==> config.mk <==
export PLATFORM = sky130hd
export DESIGN_NAME = mem_arbiter
export DESIGN_NICKNAME = d
export VERILOG_FILES = /design/src/rtl/mem_arbiter.sv
export SDC_FILE = /design/constraint.sdc
export NUM_CORES = 1
export LEC_CHECK = 0
export CAP_MARGIN = 0
export CORE_ASPECT_RATIO = 1.2
export CORE_MARGIN = 8
export CORE_UTILIZATION = 31
export DETAILED_ROUTE_END_ITERATION = 12
export PLACE_DENSITY = 0.72
export SYNTH_ARGS = -nofsm -noshare
export SYNTH_HDL_FRONTEND = slang
export SYNTH_SLANG_ARGS = --single-unit
==> constraint.sdc <==
create_clock -name CLK -period 3.3 [get_ports CLK]
set_input_delay 0.66 -clock CLK [delete_from_list [all_inputs] [get_ports CLK]]
set_output_delay 0.66 -clock CLK [all_outputs]
set_load 0.03 [all_outputs]
==> src/rtl/mem_arbiter.sv <==
// mem_arbiter: single-port memory arbiter for the pipelined core.
// Multiplexes the instruction-fetch and data ports onto one RAM port.
// Data requests have priority. A running access is never preempted.
// A fetch or data request withdrawn mid-access is drained to completion
// on the RAM side, and no hit is issued for it.
// A per-access timeout forces completion with 32'hBAD1BAD1 and sets a
// sticky err flag.
// Optional feature: define IFETCH_BUF_EN to add a one-entry fetch buffer.
module mem_arbiter #(
    parameter int TIMEOUT = 64
) (
    input  logic        CLK,
    input  logic        nRST,
    // instruction fetch port
    input  logic        iREN,
    input  logic [31:0] iaddr,
    output logic        ihit,
    output logic [31:0] iload,
    // data port
    input  logic        dREN,
    input  logic        dWEN,
    input  logic [31:0] daddr,
    input  logic [31:0] dstore,
    output logic        dhit,
    output logic [31:0] dload,
    // RAM port
    output logic        ramREN,
    output logic        ramWEN,
    output logic [31:0] ramaddr,
    output logic [31:0] ramstore,
    input  logic [31:0] ramload,
    input  logic        ram_rdy,
    // sticky timeout flag
    output logic        err
);

    typedef enum logic [1:0] {
        IDLE  = 2'd0,
        DACC  = 2'd1,
        IACC  = 2'd2,
        DRAIN = 2'd3
    } state_t;

    // Wide enough to hold TIMEOUT-1 for any TIMEOUT >= 1.
    localparam int CW = $clog2(TIMEOUT + 1);

    state_t        state;
    logic [CW-1:0] cnt;

    logic          d_req;
    logic          at_limit;
    logic          acc_done;
    logic [31:0]   load_word;
    logic          dacc_hit;
    logic          iacc_hit;
    logic          buf_hit;
    logic [31:0]   buf_word;

    assign d_req     = dREN | dWEN;
    // A timed-out access completes exactly like a ram_rdy cycle.
    assign at_limit  = (cnt == CW'(TIMEOUT - 1));
    assign acc_done  = ram_rdy | at_limit;
    assign load_word = ram_rdy ? ramload : 32'hBAD1BAD1;

    // Hits are combinational in the completion cycle. A request that was
    // dropped in that same cycle gets no hit.
    assign dacc_hit = (state == DACC) && d_req && acc_done;
    assign iacc_hit = (state == IACC) && iREN && acc_done;

    assign dhit  = dacc_hit;
    assign dload = dacc_hit ? load_word : 32'h0;
    assign ihit  = iacc_hit | buf_hit;
    // buf_hit is never true in IACC, so the two fetch sources cannot collide.
    assign iload = buf_hit  ? buf_word  :
                   iacc_hit ? load_word : 32'h0;

`ifdef IFETCH_BUF_EN
    logic        buf_valid;
    logic [29:0] buf_addr;
    logic [31:0] buf_data;

    assign buf_hit  = iREN && buf_valid && (iaddr[31:2] == buf_addr) && (state != IACC);
    assign buf_word = buf_data;

    // Fetch buffer: refill on every RAM fetch completion, drop on a write to the same word.
    always_ff @(posedge CLK or negedge nRST) begin
        // NOTE: the buffer tag and data are reset along with valid. This keeps
        // the compare free of X, although valid alone would be enough to gate it.
        if (!nRST) begin
            buf_valid <= 1'b0;
            buf_addr  <= 30'h0;
            buf_data  <= 32'h0;
        end else if (iacc_hit) begin
            buf_valid <= 1'b1;
            buf_addr  <= ramaddr[31:2];
            buf_data  <= load_word;
        end else if (ramWEN && acc_done && (state != IDLE) &&
                     (ramaddr[31:2] == buf_addr)) begin
            // Covers both a normal store and a drained one. A drained
            // store may still have reached the RAM.
            buf_valid <= 1'b0;
        end
    end
`else
    assign buf_hit  = 1'b0;
    assign buf_word = 32'h0;
`endif

    // Access FSM. The RAM strobes, address and store data are the entry registers.
    always_ff @(posedge CLK or negedge nRST) begin
        if (!nRST) begin
            state    <= IDLE;
            ramREN   <= 1'b0;
            ramWEN   <= 1'b0;
            ramaddr  <= 32'h0;
            ramstore <= 32'h0;
            cnt      <= '0;
            err      <= 1'b0;
        end else begin
            // NOTE: all state uses non-blocking assignment, so every branch
            // below sees the pre-edge values of state, cnt and the strobes.
            if ((state != IDLE) && at_limit && !ram_rdy)
                err <= 1'b1;

            case (state)
                IDLE: begin
                    if (d_req) begin
                        state    <= DACC;
                        ramREN   <= dREN;
                        ramWEN   <= dWEN;
                        ramaddr  <= daddr;
                        ramstore <= dstore;
                        cnt      <= '0;
                    end else if (iREN && !buf_hit) begin
                        state    <= IACC;
                        ramREN   <= 1'b1;
                        ramWEN   <= 1'b0;
                        ramaddr  <= iaddr;
                        cnt      <= '0;
                    end
                end

                DACC, IACC: begin
                    if (acc_done) begin
                        state  <= IDLE;
                        ramREN <= 1'b0;
                        ramWEN <= 1'b0;
                    end else if ((state == DACC) ? !d_req : !iREN) begin
                        // The requester flushed. The RAM still owns the
                        // access, so keep the latched strobes until it finishes.
                        state <= DRAIN;
                        cnt   <= '0;
                    end else begin
                        cnt <= cnt + CW'(1);
                    end
                end

                DRAIN: begin
                    if (acc_done) begin
                        state  <= IDLE;
                        ramREN <= 1'b0;
                        ramWEN <= 1'b0;
                    end else begin
                        cnt <= cnt + CW'(1);
                    end
                end

                default: begin
                    state  <= IDLE;
                    ramREN <= 1'b0;
                    ramWEN <= 1'b0;
                end
            endcase
        end
    end

endmodule

---- After elaboration in Yosys (flattened, before gate mapping) ----
Cells that the tools add are included.
cells by class
  muxes and demuxes ....................... 25
  reduce and logical (&&, ||, !) cells .... 19
  eq/ne operators ......................... 10
  add/subtract/negate cells ............... 1
  bitwise operators ....................... 2
operators with widths
  operator                                                          number
  32-bit two-way mux                                                5
  7-bit two-way mux                                                 5
  7-bit one-hot mux with 3 select lines                             1
  2-bit two-way mux                                                 5
  7-bit by 1-bit adder with 7-bit output (second input constant)    1
  7-bit by 6-bit == test with 1-bit output (second input constant)  1
  1-bit logical AND                                                 6
  1-bit two-way mux                                                 6
  2-bit != test (second input constant)                             3
  3-bit != test (second input constant)                             2
  2-bit one-hot mux with 3 select lines                             1
  2-bit AND reduction                                               3
  3-bit AND reduction                                               2
  2-bit == test (second input constant)                             2
  1-bit one-hot mux with 2 select lines                             2
  2-bit nonzero test                                                2
  1-bit zero test                                                   3
  3-bit OR reduction                                                1
  2-bit by 1-bit == test with 1-bit output (second input constant)  1
  2-bit zero test                                                   1
  2-bit by 1-bit != test with 1-bit output (second input constant)  1
  1-bit OR                                                          2
  2-bit OR reduction                                                1
storage, ports and cells
  output and inout bits ................... 133
  flip-flop bits (word level) ............. 76
  word-level logic and storage cells ...... 64

---- Depth between registers and ports, before layout ----
Gate-level depths: netlist of the first run.
  depth after elaboration ................. 6
  mapped depth ............................ 6
  depth with buffers taken out ............ 6

---- Worst setup path before layout of the first run ----
Ideal clock, no wire load.
  path kind ............................... register -> output
  start point ............................. reg cnt[0]
  end point ............................... out iload[15]
  data arrival time ....................... 1.910 ns
  setup slack ............................. 0.730 ns
  buffers on the path ..................... 1
  stages on the path, launching flop included .. 7
  cell sequence ........................... dfrtp_1 ha_1 nand4b_1 o21bai_2 nand3_1 clkbuf_1 nor2_1
between the ends
  longest elaborated chain between the ends .. 4
RTL lines
  what                                      RTL line  RTL
  from (decl)                               48        logic [CW-1:0] cnt;
  from (signal assigned)                    154       cnt <= cnt + CW'(1);
  from (signal assigned)                    164       cnt <= cnt + CW'(1);
  7-bit by 6-bit == test with 1-bit output  61        assign at_limit = (cnt == CW'(TIMEOUT - 1));
  1-bit OR                                  62        assign acc_done = ram_rdy | at_limit;
  1-bit logical AND                         68        assign iacc_hit = (state == IACC) && iREN && acc_done;
  32-bit two-way mux                        75        iacc_hit ? load_word : 32'h0;
  to (decl)                                 18        output logic [31:0] iload,
No other way between the ends.

---- Final worst setup path of the first run ----
  start point ............................. in iREN
  end point ............................... out iload[14]
between the ends
  longest elaborated chain between the ends .. 3
RTL lines
  what                             RTL line  RTL
  from (decl)                      15        input logic iREN,
  1-bit logical AND (2 in series)  68
  32-bit two-way mux               75
No other way between the ends.

==> impl_metrics.ini, run 1 <==
[run_status]
outcome = complete, no violations

[cts]
cts-root-buf = clkbuf_16
clkTransAtPathRegs_ns = 0.06
cts_resized = 0
cts_buffer_depth = 2
clock-sinks = 76
cts_setup_buffers = 0
clk_latency_ns = 0.32
htree_levels = 3
numCtsBuffers = 9
hold_buffers = 0
cts_tree = yes

[timing]
skew_ns = 0.007816
max_freq_mhz = 334.9
period_minus_slack_ns = 2.986
setup_violations = 0
tightest_slew_ns = 0.9479
rsz0062_at_grt = no
final-hold-violation-count = 0
fin_crit_sh_pct = 90.49
maxSlewViolCount = 0
whs_ns = 0.4780
finalSetupTns_ns = 0
slew-limit-headroom_pct = 36.81
setup_ws_ns = 0.3138

[layout]
syn2layout_area_growth_pct = 80.63
nNetsFinal = 796
diodes = 0
drive_gt1_share_pct = 19.06
design_area_um2 = 6979

[die]
die_width_um = 117.9
coreArea_um2 = 12110
die_h_um = 138.3
io_pins = 267
start_util_pct = 31.90
design.die.area_um2 = 16310
rows = 44

[worst_setup_path]
crit_chain = clkdlybuf4s50_1 > nand2_1 > nor2_1 > clkdlybuf4s50_1
cp_slowest_cell = clkdlybuf4s50_1
cp.arrival_ns = 2.33
required_ns = 2.64
end_kind = output port
r2r_cells = 6
r2r-end = cnt[2]
start_kind = primary input
criticalPathCategory = primary input to output port
startpoint = iREN
reg2reg_slack_ns = 1.13
crit_fanout = 14
r2r_start = state[1]
slowest_delay_ns = 0.69
crit_path_frequent_cell = clkdlybuf4s50_1

[synthesis]
synthCells = 391
yosysWarnings = 0
synth_edf_count = 0
yosys.area_share.simple_pct = 17.49
syn_area_per_cell_um2 = 9.882
synth_top_family_by_area = multiplexers
synthDistinctLibCells = 39
synth_xor_area_share_pct = 0
synth_compound_area_share_pct = 9.553
muxShareOfSynthArea_pct = 18.69
ys_seq_area_share_pct = 49.22
ys_seq_elements = 76
synthAdderAreaFrac_pct = 1.943
syn_nets = 531
async_flop_share_pct = 100.0
synth_ff_type = dfrtp_1
synth.cell_area_um2 = 3864

[placement]
io_buffers = 266
post-place-ws_ns = 0.3286
place_congestion = 0.8985
place_area_um2 = 6701
hpwl_mm = 11.71

[grt]
grt_util_met1_pct = 18.96
grt_pass1_vias = 4024
grt_antenna_before_repair = 0
grt_max_degree = 77
grt_pass1_wl_mm = 22.70
grtUsageMet2_pct = 31.31
track_usage_pct = 17.21
grt_use_met3_pct = 5.010
busiest_layer = met2
grt_overflow = 0

[drt]
num_vias = 3802
via_per_inst = 4.625
wl_mm = 14.40
firstDrtPassIters = 4
drc = 0
antenna_left = 0
routedWlPerCell_um = 17.51
drt_iter0_markers = 151

[worst_hold_path]
hp-class = primary input to asynchronous set/reset pin

[pwr]
power_leakage_uw = 0.003009
cellPowerDensity_nw_per_um2 = 848.7
ir_drop_uv = 426.8

[run]
drv_cap = 0
[layout make-up]
type                    instances  area (um^2)
clock buffers                  10        229.0
clock inverters                 6        48.80
fillers                      1094         5132
inverters                       9        33.78
multi-input cells             286         1857
flip-flops and latches         76         1902
well taps                     161        201.4
repair buffers                274         2708
[worst max-delay path by stage]
| stage | endpoint | slack, ns | cells past startpoint |
|---|---|---|---|
| global placement | iload[1] | 0.36 | 5 |
| CTS | iload[14] | 0.32 | 5 |
| global route | iload[27] | 0.19 | 7 |
| finish | iload[14] | 0.31 | 4 |
| detailed placement | iload[14] | 0.33 | 4 |
| floorplan | iload[15] | 0.73 | 6 |
[metal layers]
metal / up-vias / part of all wire (%)
met5: - / 0
met4: 0 / 1.6
met3: 16 / 6.9
met2: 163 / 53
met1: 1769 / 38
li1: 1854 / -
[layout by cell type, fill, tap and decap left out, types with 2 or more instances in the layout]
cell,instances
clkdlybuf4s50_1,205
dfrtp_1,76
nor2_1,66
buf_4,58
nand2_1,52
mux2i_1,35
o21ai_0,34
mux2_2,33
nor2b_1,19
buf_12,11
inv_1,9
clkbuf_16,9
ha_1,6
nand3_1,5
nor3_1,3
a22o_1,3
clkinvlp_4,3
or2_2,2
a32o_1,2
o211ai_1,2
a22oi_1,2
inv_6,2
[where the power goes]
group          total (uW)  internal (uW)  leakage (uW)  switching (uW)
combinational        3430           1470       0.00196            1950
clock                 907            516      0.000126             392
sequential           1590           1360      0.000922             225
total                5920           3350       0.00301            2570
[state kept, by name, indices dropped and copies added, names as in the netlist]
signal	cells
err	1
ramREN	1
state	2
ramWEN	1
ramaddr	32
ramstore	32
cnt	7
[worst max-delay path, delay by kind of cell]
kind / cells / cell delay, ns
buffers and inverters: 2 / 1.17
AND/OR/NAND/NOR: 2 / 0.49
[kinds of logic (layout without fill, tap and decap cells)]
logic type,Yosys count,in the layout
buffers and inverters,29,299
AOI/OAI and AO/OA,57,57
and+or+nand+nor,155,155
DFF,76,76
muxes,68,68
adders and majority gates,6,6
[cell usage after synthesis (all sizes together) (5+ instances only)]
cell | count | area share [%]
clkbuf | 11 | 1.1
nand2 | 52 | 5.1
inv | 9 | 0.87
nor2 | 67 | 6.5
ha | 6 | 1.9
nor2b | 19 | 3.1
nand3 | 5 | 0.65
mux2i | 35 | 9.1
buf | 9 | 1.2
dfrtp | 76 | 49
mux2 | 33 | 9.6
o21ai | 35 | 4.6
[metrics by stage]
| stage | cells | utilization [%] | total power (uW) |
|---|---|---|---|
| after floorplan | 391 | - | 3540 |
| after global routing | 822 | 57.62 | 6274 |
| after detailed placement | 806 | 55.33 | 5067 |
| after CTS | 822 | 57.62 | 6001 |
| final | 822 | 57.62 | 5923 |
| after global placement | 806 | 55.33 | 4995 |
Power figures use the tool's default switching activity.
==> inputs of run 2 (changes only) <==
==> constraint.sdc (replaced) <==
create_clock -name CLK -period 3.2 [get_ports CLK]
set_input_delay 0.64 -clock CLK [delete_from_list [all_inputs] [get_ports CLK]]
set_output_delay 0.64 -clock CLK [all_outputs]
set_load 0.03 [all_outputs]
==> impl_metrics.ini, run 2 (synthesis gave the netlist of run 1 again) <==
[layout]
nNetsFinal = 794
layout.area.seq_um2 = 1902
multi_input_area_um2 = 1857
top_regs = ramaddr x32, ramstore x32, cnt x7
design_area_um2 = 6959
syn2layout_area_growth_pct = 80.12
final_cells = 820
drive_gt1_share_pct = 19.88
layout_commonest_cell = clkdlybuf4s50_1
fillers = 1068
layout_common_cells = clkdlybuf4s50_1 (199), dfrtp_1 (76), nor2_1 (66), buf_4 (62), nand2_1 (52)
diodes = 0

[die]
design.die.area_um2 = 16310
rows = 44
die_h_um = 138.3
coreArea_um2 = 12110
die_width_um = 117.9
io_pins = 267
start_util_pct = 31.90

[grt]
grt_use_met3_pct = 5.418
grt_overflow = 0
busiest_layer = met2
grt_max_degree = 77
grt_util_met1_pct = 18.58
track_usage_pct = 17.09
grt_antenna_before_repair = 0
grt_pass1_wl_mm = 22.43
grt_pass1_vias = 3956
grtUsageMet2_pct = 31.53

[drt]
firstDrtPassIters = 4
num_vias = 3814
drc = 0
via_per_inst = 4.651
routedWlPerCell_um = 17.40
antenna_left = 0
wl_mm = 14.27
drt_iter0_markers = 150

[pwr]
pwr-share-comb_pct = 57.5
power_uw = 6122
power_leakage_uw = 0.003028
swShare_pct = 42.98
intPower_uw = 3490
ir_drop_uv = 422.4
clockPowerShare_pct = 15.8
p_seq_share_pct = 26.7
p_sw_uw = 2631
cellPowerDensity_nw_per_um2 = 879.7

[worst_setup_path]
r2r_cells = 6
start_kind = register
required_ns = 2.56
end_kind = output port
r2r_start = state[1]
crit_fanout = 19
r2r-end = cnt[2]
reg2reg_slack_ns = 1.02
criticalPathCategory = register to output port
cp.arrival_ns = 2.33

[placement]
place_area_um2 = 6671
hpwl_mm = 11.62
place_congestion = 0.9141
io_buffers = 266
dp_cells = 804

[cts]
clk_latency_ns = 0.33
cts_setup_buffers = 0
cts_resized = 0
clock-sinks = 76
cts-root-buf = clkbuf_16
hold_buffers = 0
cts_buffer_depth = 2
numCtsBuffers = 9
cts_tree = yes
htree_levels = 3
clkTransAtPathRegs_ns = 0.06

[timing]
slew-limit-headroom_pct = 37.42
period_minus_slack_ns = 2.966
setup_violations = 0
final-hold-violation-count = 0
tightest_slew_ns = 0.9387
maxSlewViolCount = 0
max_freq_mhz = 337.1
finalSetupTns_ns = 0
fin_crit_sh_pct = 92.70
rsz0062_at_grt = no
skew_ns = 0.004874

[run]
drv_cap = 0

[worst_hold_path]
hp-class = primary input to asynchronous set/reset pin

[run_status]
outcome = complete, no violations
## run 2: cell count changes in the layout (fill, tap and decap cells not counted), moves of 2 or more
cell and change:
clkdlybuf4s50_1 -6, buf_4 +4, clkbuf_8 +2, clkinvlp_4 -2
clkinv_2 +2
## run 2: power groups by stage
stage | Clock [uW] | Combinational (uW) | Sequential [uW]
2_1_floorplan | 0 | 1180 | 2480
3_3_place_gp | 0 | 3520 | 1620
3_5_place_dp | 0 | 3560 | 1650
4_1_cts | 988 | 3570 | 1640
5_1_grt | 1030 | 3750 | 1700
6_report | 966 | 3520 | 1640
## run 2: worst max path at each step
stage,from,end,slack [ns],depth (start not counted)
after global routing,cnt[0],iload[28],0.05,7
after CTS,cnt[0],iload[28],0.24,7
after floorplan,cnt[0],iload[15],0.65,6
after global placement,dWEN,dload[10],0.34,5
final,cnt[0],iload[27],0.23,7
after detailed placement,dWEN,dload[10],0.29,5
## run 2: layout make-up
cell class / count / share of cell area, %
sequential: 76 / 27.33
tap: 161 / 2.895
timing repair buffer: 272 / 38.48
inverter: 9 / 0.4854
clock inverter: 5 / 0.5034
clock buffer: 11 / 3.632
multi-input combinational: 286 / 26.68
## run 2: per-layer routing
layer | up-vias | wire length [um]
li1 | 1854 | -
met3 | 9 | 925
met1 | 1801 | 5371
met4 | 0 | 136
met5 | - | 0
met2 | 150 | 7838
## run 2: worst max-delay path, cell delays in order, from the launching register on
cell      delay [ns]
dfrtp_1         0.39
ha_1            0.26
nand4b_1        0.23
o21bai_2        0.35
nand3_1         0.12
buf_4           0.22
nor2_1          0.27
buf_12          0.16
## run 2: stage by stage
stage | util, % | setup slack (ns) | hold slack (ns)
final | 57.46 | 0.2337 | 0.4455
after global routing | 57.46 | 0.05048 | 0.5001
after CTS | 57.46 | 0.2373 | 0.4770
after detailed placement | 55.08 | 0.2853 | 0.4603
after global placement | 55.08 | 0.3393 | 0.4527
after floorplan | - | 0.6503 | 0.3444
==> inputs of run 3 (changes only) <==
--- a/config.mk
+++ b/config.mk
@@ -5,12 +5,13 @@
 export SDC_FILE = /design/constraint.sdc
 export NUM_CORES = 1
 export LEC_CHECK = 0
-export CAP_MARGIN = 0
+export CAP_MARGIN = 20
 export CORE_ASPECT_RATIO = 1.2
 export CORE_MARGIN = 8
 export CORE_UTILIZATION = 31
 export DETAILED_ROUTE_END_ITERATION = 12
 export PLACE_DENSITY = 0.72
+export SKIP_LAST_GASP = 1
 export SYNTH_ARGS = -nofsm -noshare
 export SYNTH_HDL_FRONTEND = slang
 export SYNTH_SLANG_ARGS = --single-unit
==> results of run 3 <==
No change in the layout: final DEF, timing and power equal those of run 2.
